[config.mk]
export PLATFORM = sky130hd
export DESIGN_NAME = mem_arbiter
export DESIGN_NICKNAME = d
export VERILOG_FILES = /design/src/rtl/mem_arb_pkg.sv /design/src/rtl/mem_arb_sel.sv /design/src/rtl/mem_arbiter.sv
export SDC_FILE = /design/constraint.sdc
export NUM_CORES = 1
export LEC_CHECK = 0
export CELL_PAD_IN_SITES_DETAIL_PLACEMENT = 1
export CELL_PAD_IN_SITES_GLOBAL_PLACEMENT = 2
export CORE_UTILIZATION = 28
export CTS_BUF_LIST = sky130_fd_sc_hd__clkbuf_8
export CTS_CLUSTER_DIAMETER = 200
export DETAILED_ROUTE_END_ITERATION = 16
export PLACE_DENSITY = 0.84
export REMOVE_ABC_BUFFERS = 1
export SETUP_SLACK_MARGIN = 0.5
export SLEW_MARGIN = 20
export SYNTH_ARGS = -nofsm -noshare
export SYNTH_HDL_FRONTEND = slang
export SYNTH_SLANG_ARGS = --single-unit
[constraint.sdc]
create_clock -name CLK -period 4.2 [get_ports CLK]
set_input_delay 0.84 -clock CLK [delete_from_list [all_inputs] [get_ports CLK]]
set_output_delay 0.84 -clock CLK [all_outputs]
set_load 0.005 [all_outputs]
[src/rtl/mem_arb_pkg.sv]
// Shared types and constants for the two-port burst memory arbiter.
package mem_arb_pkg;

   localparam int ADDR_W     = 7;
   localparam int DATA_W     = 32;
   localparam int LEN_W      = 4;
   localparam int WORD_BYTES = 4;

   typedef enum logic [1:0] {
      IDLE  = 2'd0,
      GRANT = 2'd1,
      BEAT  = 2'd2,
      DONE  = 2'd3
   } state_e;

   function automatic logic [ADDR_W-1:0] align_word(input logic [ADDR_W-1:0] a);
      return {a[ADDR_W-1:2], 2'b00};
   endfunction

   // Word-stride increment; the natural ADDR_W overflow gives the 0x7C -> 0x00 wrap.
   function automatic logic [ADDR_W-1:0] next_word(input logic [ADDR_W-1:0] a);
      return a + ADDR_W'(WORD_BYTES);
   endfunction

endpackage

[src/rtl/mem_arb_sel.sv]
// Combinational winner select between two requesters; ptr names the port that wins a tie.
module mem_arb_sel (
   input  logic [1:0] req,
   input  logic       ptr,
   output logic       valid,
   output logic       win
);

   always_comb begin
      valid = |req;
      win   = 1'b0;
      if (req == 2'b11) win = ptr;
      else if (req[1])  win = 1'b1;
   end

endmodule

[src/rtl/mem_arbiter.sv]
// Two-master burst arbiter/sequencer for a negedge-clocked 128-byte word memory.
// Define MEM_ARB_RR_EN for round-robin tie-breaking; otherwise port 0 has fixed priority.
module mem_arbiter
   import mem_arb_pkg::*;
(
   input  logic              CLK,
   input  logic              ARESETn,
   input  logic              m0_req,
   input  logic              m0_we,
   input  logic [ADDR_W-1:0] m0_addr,
   input  logic [LEN_W-1:0]  m0_len,
   input  logic [DATA_W-1:0] m0_wdata,
   output logic              m0_gnt,
   output logic              m0_wready,
   output logic              m0_rvalid,
   output logic [DATA_W-1:0] m0_rdata,
   output logic              m0_done,
   input  logic              m1_req,
   input  logic              m1_we,
   input  logic [ADDR_W-1:0] m1_addr,
   input  logic [LEN_W-1:0]  m1_len,
   input  logic [DATA_W-1:0] m1_wdata,
   output logic              m1_gnt,
   output logic              m1_wready,
   output logic              m1_rvalid,
   output logic [DATA_W-1:0] m1_rdata,
   output logic              m1_done,
   output logic              mem_cs,
   output logic              mem_we,
   output logic [ADDR_W-1:0] mem_waddr,
   output logic [ADDR_W-1:0] mem_raddr,
   output logic [DATA_W-1:0] mem_wdata,
   input  logic [DATA_W-1:0] mem_rdata,
   input  logic              mem_writefinish,
   output logic              wr_err
);

   state_e              state_q, state_d;
   logic                owner_q, owner_d;
   logic                we_q, we_d;
   logic [ADDR_W-1:0]   base_q, base_d;
   logic [LEN_W-1:0]    len_q, len_d;
   logic [LEN_W-1:0]    cnt_q, cnt_d;

   logic [1:0]          gnt_q, gnt_d;
   logic [1:0]          wready_q, wready_d;
   logic [1:0]          rvalid_q, rvalid_d;
   logic [1:0]          done_q, done_d;
   logic [DATA_W-1:0]   rdata_q [2];
   logic [DATA_W-1:0]   rdata_d [2];
   logic                mem_cs_q, mem_cs_d;
   logic                mem_we_q, mem_we_d;
   logic [ADDR_W-1:0]   mem_addr_q, mem_addr_d;
   logic [DATA_W-1:0]   mem_wdata_q, mem_wdata_d;
   logic                wr_err_q, wr_err_d;

   logic                sel_valid, sel_win, sel_ptr;

   mem_arb_sel u_sel (
      .req   ({m1_req, m0_req}),
      .ptr   (sel_ptr),
      .valid (sel_valid),
      .win   (sel_win)
   );

`ifdef MEM_ARB_RR_EN
   logic ptr_q, ptr_d;

   // The port just granted loses the next tie.
   always_comb begin
      ptr_d = ptr_q;
      if (state_q == IDLE && sel_valid) ptr_d = ~sel_win;
   end

   always_ff @(posedge CLK or negedge ARESETn) begin
      if (!ARESETn) ptr_q <= 1'b0;
      else          ptr_q <= ptr_d;
   end

   assign sel_ptr = ptr_q;
`else
   assign sel_ptr = 1'b0;
`endif

   // NOTE: state and registered outputs update with <= so every flop sees pre-edge values.
   always_ff @(posedge CLK or negedge ARESETn) begin
      if (!ARESETn) begin
         state_q     <= IDLE;
         owner_q     <= 1'b0;
         we_q        <= 1'b0;
         base_q      <= '0;
         len_q       <= '0;
         cnt_q       <= '0;
         gnt_q       <= '0;
         wready_q    <= '0;
         rvalid_q    <= '0;
         done_q      <= '0;
         rdata_q[0]  <= '0;
         rdata_q[1]  <= '0;
         mem_cs_q    <= 1'b0;
         mem_we_q    <= 1'b0;
         mem_addr_q  <= '0;
         mem_wdata_q <= '0;
         wr_err_q    <= 1'b0;
      end else begin
         state_q     <= state_d;
         owner_q     <= owner_d;
         we_q        <= we_d;
         base_q      <= base_d;
         len_q       <= len_d;
         cnt_q       <= cnt_d;
         gnt_q       <= gnt_d;
         wready_q    <= wready_d;
         rvalid_q    <= rvalid_d;
         done_q      <= done_d;
         rdata_q[0]  <= rdata_d[0];
         rdata_q[1]  <= rdata_d[1];
         mem_cs_q    <= mem_cs_d;
         mem_we_q    <= mem_we_d;
         mem_addr_q  <= mem_addr_d;
         mem_wdata_q <= mem_wdata_d;
         wr_err_q    <= wr_err_d;
      end
   end

   // NOTE: every variable gets a default before the case so no latch is inferred.
   always_comb begin
      state_d = state_q;
      owner_d = owner_q;
      we_d    = we_q;
      base_d  = base_q;
      len_d   = len_q;
      cnt_d   = cnt_q;
      case (state_q)
         IDLE: begin
            if (sel_valid) begin
               owner_d = sel_win;
               we_d    = sel_win ? m1_we : m0_we;
               base_d  = align_word(sel_win ? m1_addr : m0_addr);
               len_d   = sel_win ? m1_len : m0_len;
               cnt_d   = '0;
               state_d = GRANT;
            end
         end
         GRANT: state_d = BEAT;
         BEAT: begin
            if (cnt_q == len_q) state_d = DONE;
            else                cnt_d   = cnt_q + LEN_W'(1);
         end
         DONE:    state_d = IDLE;
         default: state_d = IDLE;
      endcase
   end

   // Outputs are computed for the cycle being entered, then registered.
   always_comb begin
      gnt_d       = '0;
      wready_d    = '0;
      rvalid_d    = '0;
      done_d      = '0;
      rdata_d     = rdata_q;
      mem_cs_d    = 1'b0;
      mem_we_d    = 1'b0;
      mem_addr_d  = mem_addr_q;
      mem_wdata_d = mem_wdata_q;
      wr_err_d    = wr_err_q;
      case (state_d)
         GRANT: begin
            gnt_d[owner_d]    = 1'b1;
            wready_d[owner_d] = we_d;
         end
         BEAT: begin
            gnt_d[owner_q]    = 1'b1;
            mem_cs_d          = 1'b1;
            mem_we_d          = we_q;
            mem_addr_d        = (state_q == GRANT) ? base_q : next_word(mem_addr_q);
            wready_d[owner_q] = we_q && (cnt_d < len_q);
            if (we_q) mem_wdata_d = owner_q ? m1_wdata : m0_wdata;
         end
         DONE: begin
            gnt_d[owner_q]  = 1'b1;
            done_d[owner_q] = 1'b1;
         end
         default: ;
      endcase
      // Read data appears one edge after the beat that addressed it.
      if (mem_cs_q && !mem_we_q) begin
         rvalid_d[owner_q] = 1'b1;
         rdata_d[owner_q]  = mem_rdata;
      end
      if (state_q == DONE && we_q && !mem_writefinish) wr_err_d = 1'b1;
   end

   assign m0_gnt    = gnt_q[0];
   assign m1_gnt    = gnt_q[1];
   assign m0_wready = wready_q[0];
   assign m1_wready = wready_q[1];
   assign m0_rvalid = rvalid_q[0];
   assign m1_rvalid = rvalid_q[1];
   assign m0_done   = done_q[0];
   assign m1_done   = done_q[1];
   assign m0_rdata  = rdata_q[0];
   assign m1_rdata  = rdata_q[1];
   assign mem_cs    = mem_cs_q;
   assign mem_we    = mem_we_q;
   assign mem_waddr = mem_addr_q;
   assign mem_raddr = mem_addr_q;
   assign mem_wdata = mem_wdata_q;
   assign wr_err    = wr_err_q;

endmodule

# After elaboration in Yosys (flattened, before gate mapping)
# Index checks and enable logic that the tools add are counted.
# op_classes
add_sub_neg,2
n_mul,0
div_mod_pow,0
order_cmp,7
eq_ne,8
n_shift,0
muxes,30
n_bitwise,3
n_reduce_logical,14
# ops
op,count
bitwise mux 64 bit,1
2-to-1 mux 32 bit,2
demux 32 bit (select 1 bit),1
2-to-1 mux 7 bit,2
2-to-1 mux 4 bit,3
2-to-1 mux 1 bit,11
equality test 2 bit (second input constant),5
2-to-1 mux 2 bit,4
case mux 2 bit (2 select lines),2
case mux 2 bit (4 select lines),1
case mux 4 bit (2 select lines),1
adder 7 x 3 -> 7 bit (second input constant),1
logical AND 1 bit,7
adder 4 x 1 -> 4 bit (second input constant),1
AND 2 bit,2
equality test 2 x 1 -> 1 bit (second input constant),2
equality test 4 bit,1
< comparator 1 x 2 -> 1 bit (second input constant),2
< comparator 4 bit,1
AND reduction 2 bit,2
OR reduction 2 bit,2
demux 1 bit (select 1 bit),2
>= comparator 1 bit (second input constant),2
>= comparator 2 bit (second input constant),1
4 further kinds,5
# totals
regBits,131
latch_bits,0
mem_bits_rw,0
romBits,0
in_bits,125
output_inout_bits,121
wordCells,81
memories,0

# Logic depth before layout (Yosys ltp)
# logic_depth
word_depth,10
mapped_depth,12
mapped_depth_nobuf,12

# By module
# Synthesis repeated with hierarchy kept, for this count alone.
# hier_totals
hier_cells,529
area_unflattened_um2,5665.4
# by_module_without_submodules
mod,instances,cells_each,area_each_um2,seq_area_each_um2
mem_arbiter,1,526,5647.9,3228.1
mem_arb_sel,1,3,17.5,0.0

# Least setup slack after synthesis
# OpenSTA, ideal clock, no wires.
# synth_timing
kind,input -> register
from,input m1_req
to,register wready_q[0]
setup_ns,0.101
arrival_time_ns,2.806
t_required_ns,4.099
path_slack_ns,1.293
path_stages,10
path_buffers,0
path_cell_list,o21ai_1 > a21boi_0 > nand2_1 > o211ai_1 > ha_1 > nor2b_1 > a2111o_1 > a311oi_1 > a32oi_1 > o32ai_1
# synth_between
word_cells_on_any_way,25
cone_classes,order compare: 3; eq/ne: 3; mux: 14; bitwise: 2; reduce/logical: 3
# synth_rtl
item,line,rtl
"start, declared",mem_arbiter.sv:18,"input logic m1_req,"
OR reduction 2 bit,mem_arb_sel.sv:10,valid = |req;
2-to-1 mux 4 bit,mem_arbiter.sv:136,if (sel_valid) begin
case mux 4 bit (2 select lines),mem_arbiter.sv:134,case (state_q)
named net cnt_d[1],mem_arbiter.sv:43,"logic [LEN_W-1:0] cnt_q, cnt_d;"
< comparator 4 bit,mem_arbiter.sv:177,wready_d[owner_q] = we_q && (cnt_d < len_q);
logical AND 1 bit,mem_arbiter.sv:177,
AND 2 bit (no source line),n/a,
case mux 2 bit (2 select lines),mem_arbiter.sv:167,case (state_d)
named net wready_d[0],mem_arbiter.sv:46,"logic [1:0] wready_q, wready_d;"
"end signal, assigned",mem_arbiter.sv:113,wready_q <= wready_d;
"end, declared",mem_arbiter.sv:46,
# The timed path passes the listed nets, and every way through them passes these cells.
# A chain may end at the register's enable or synchronous reset.

# Final worst setup path
# Ends and elaborated chain as after synthesis.

==> impl_metrics.toml <==
[logic_synthesis]
synth_top_family_by_area = "multiplexers"
async_reset_ff_share_pct = 100
synth-xor-area-share_pct = 1.23
synth_mux_area_share_pct = 12.8
ys_warn_count = 0
synthAdderAreaFrac_pct = 2.90
ys_seq_area_share_pct = 57.5
synth_cells = 520
synth_ff_type = "dfrtp_1"
yosys.area_share.simple_pct = 12.5
synth_edf_count = 0
syn_area_per_cell_um2 = 10.8
synth-compound-area-share_pct = 8.90
synth-seq-cells = 129
synth_area_um2 = 5610
synth_cell_types = 39

[pwr]
cellPowerDensity_nw_per_um2 = 752
p_leak_nw = 3.82
ir_drop_uv = 302

[detailed_routing]
routedWlPerCell_um = 16.4
drt-initial-drc-count = 138
routed_wl_um = 16900
drc = 0
vias_per_cell = 4.55
num_vias = 4687
drt_pre_antenna_iters = 4
drt.antenna.violating_nets = 0

[cts]
cts_buffers = 17
clkSlewWorstSetupHoldPaths_ns = 0.08
cts_root_buf = "clkbuf_8"
cts.sinks = 129
clk_latency_ns = 0.44
cts_tree = "yes"
cts_htree_levels = 4
cts_buffer_depth = 2

[worst_hold_path]
hp-class = "in -> async"

[critical_path]
crit_path_end_kind = "flop"
crit_path_start_kind = "primary input"
critical-path-max-stage-delay_ns = 0.49
worstSetupPathType = "in -> reg"
arrival_ns = 3.66
required_ns = 4.53
critical-path-top-delay-family = "compound AO/OA/AOI/OAI gates"
cp_slowest_cell = "clkdlybuf4s50_1"
path_cells = "clkdlybuf4s50_1 -> o21ai_1 -> a21boi_1 -> nand2_1 -> o211ai_1 -> ha_1 -> nor2b_1 -> a2111o_1 -> a311oi_1 -> a32oi_1 -> o32ai_1"
critPathMaxFanout = 5
crit_buf_inv = 1

[sta]
max_slew_margin_pct = 30.9
period_share_pct = 79.3
rsz0062_at_grt = "false"
fmax_mhz = 300
worst_pin_slew_ns = 1.03
hold_viol_final = 0
worst_hold_slack_ns = 0.451
finalSetupViolCount = 0
drv_slew = 0
final.setup.tns_ns = 0
post-route-min-period_ns = 3.33
fin_worst_skew_ns = 0.0123

[final_layout]
final_cell_mix = "clkdlybuf4s50_1 (236), nand2_1 (144), dfrtp_1 (128)"
drive_above_1_share_pct = 10.6
syn2layout_area_growth_pct = 53.7
nets = 890
final_common_cell = "clkdlybuf4s50_1"
fill_cells = 2177
diodes = 0

[global_route]
grt_start_max_net_pins = 86
grtUsageTotal_pct = 16.8
grt_pass1_wl_um = 26400
grt_overflow = 0
grt_pass1_vias = 5000
antenna_found_initial = 0

[run]
cap_violations = 0

[die]
core_um2 = 19500
die_area_um2 = 20600
die_y_um = 144
core.rowCount = 51
initial_core_util_pct = 28.7
chipWidth_um = 144
io_pins = 246

[status]
outcome = "completed"

[place]
dp_hpwl_um = 12600
gp_congestion = 0.776
port_buffers = 237
worst paths after layout:
| path | from | end | slack [ns] | depth (start not counted) |
|---|---|---|---|---|
| max | m1_req | wready_q[0] | 0.87 | 11 |
| min | ARESETn | m1_rdata[0] | 0.45 | 1 |
| max reg2reg | state_q[0] | wready_q[0] | 0.96 | 12 |
| min reg2reg | m1_rdata[14] | m1_rdata[14] | 0.47 | 2 |
| max in group asynchronous | ARESETn | mem_wdata[6] | 2.87 | 2 |
| min in group CLK | m1_rdata[14] | m1_rdata[14] | 0.47 | 2 |
through the flow:
stage | util (%) | area (um^2) | instances | power, mW | setup WS [ns]
finish | 44.2 | 8620 | 1030 | 6.48 | 0.871
global route | 44.2 | 8620 | 1030 | 7.02 | 0.638
CTS | 44.2 | 8620 | 1030 | 6.61 | 0.761
detailed placement | 42.1 | 8230 | 998 | 5.50 | 0.278
global placement | 42.1 | 8230 | 998 | 5.33 | 0.430
floorplan | - | 5440 | 486 | 3.67 | 0.545
layer usage:
metal	GRT usage, %	vias up	share of wire, %
met5	0	-	0
met4	5.88	0	1.1
met3	5.63	15	8.5
met2	29.3	172	49
met1	19.2	2301	41
li1	-	2199	-
where the power goes:
group          switching, mW  leakage [nW]  internal (mW)  total [mW]
registers              0.383          1.58           1.86        2.24
clock network          0.536         0.196          0.535        1.07
logic                   1.42          2.04           1.75        3.17
cell usage after synthesis, types with 2 or more instances:
cell type | number | share of area, %
xnor2_1 | 2 | 0.31
mux2_2 | 32 | 6.4
inv_1 | 11 | 0.74
a22o_1 | 5 | 0.78
nand3_1 | 3 | 0.27
buf_4 | 9 | 1.2
nor2_1 | 6 | 0.40
a21oi_1 | 11 | 0.98
xor2_1 | 4 | 0.62
nand4_1 | 4 | 0.45
buf_2 | 8 | 0.71
a31o_2 | 2 | 0.31
clkbuf_1 | 18 | 1.2
nor2b_1 | 3 | 0.33
o21bai_1 | 2 | 0.27
ha_1 | 13 | 2.9
mux2i_1 | 36 | 6.4
a22oi_1 | 10 | 1.3
nor3_1 | 2 | 0.18
o21ai_0 | 47 | 4.2
dfrtp_1 | 129 | 58
nand2_1 | 145 | 9.7
nand2b_1 | 2 | 0.22
registers in the layout (all words and copies together), names as in the netlist, 2 cells and up:
name	flops
mem_wdata	32
gnt_q	2
base_q	5
rvalid_q	2
done_q	2
state_q	2
len_q	4
m1_rdata	32
m0_rdata	32
wready_q	2
mem_raddr	5
cnt_q	4
worst reg2reg max path, delay by kind of cell, from the launching register on:
family / cells / cell delay, ns
flip-flops: 1 / 0.43
adder cells (fa/ha/maj): 2 / 0.58
AO/OA/AOI/OAI: 6 / 1.59
AND/OR/NAND/NOR: 2 / 0.25
buffers and inverters: 2 / 0.31
cell type report:
cell class | count | area [um^2] | share of cell area (%)
clock buffer | 17 | 234 | 2.71
clock inverter | 15 | 160 | 1.86
inverter | 11 | 41.3 | 0.479
multi-input combinational | 346 | 2180 | 25.3
sequential | 129 | 3230 | 37.5
tap | 265 | 332 | 3.85
timing repair buffer | 247 | 2450 | 28.4
cell families (layout without fill, tap and decap cells):
kind of cell | after synthesis | in the layout
and+or+nand+nor | 170 | 170
DFF | 129 | 129
AOI/OAI and AO/OA | 84 | 84
muxes | 68 | 68
buffers and inverters | 48 | 290
adders and majority gates | 13 | 13
xor gates and xnor gates | 7 | 7
other | 1 | 4
repair_timing:
| item | 4_1_cts | 5_1_grt |
|---|---|---|
| setup endpoints to repair | 0 | 1 |
| setup buffers | 0 | 0 |
| hold buffers | 0 | 0 |
| resized for setup | 0 | 1 |
No activity file was read; power rests on OpenSTA's default activity.
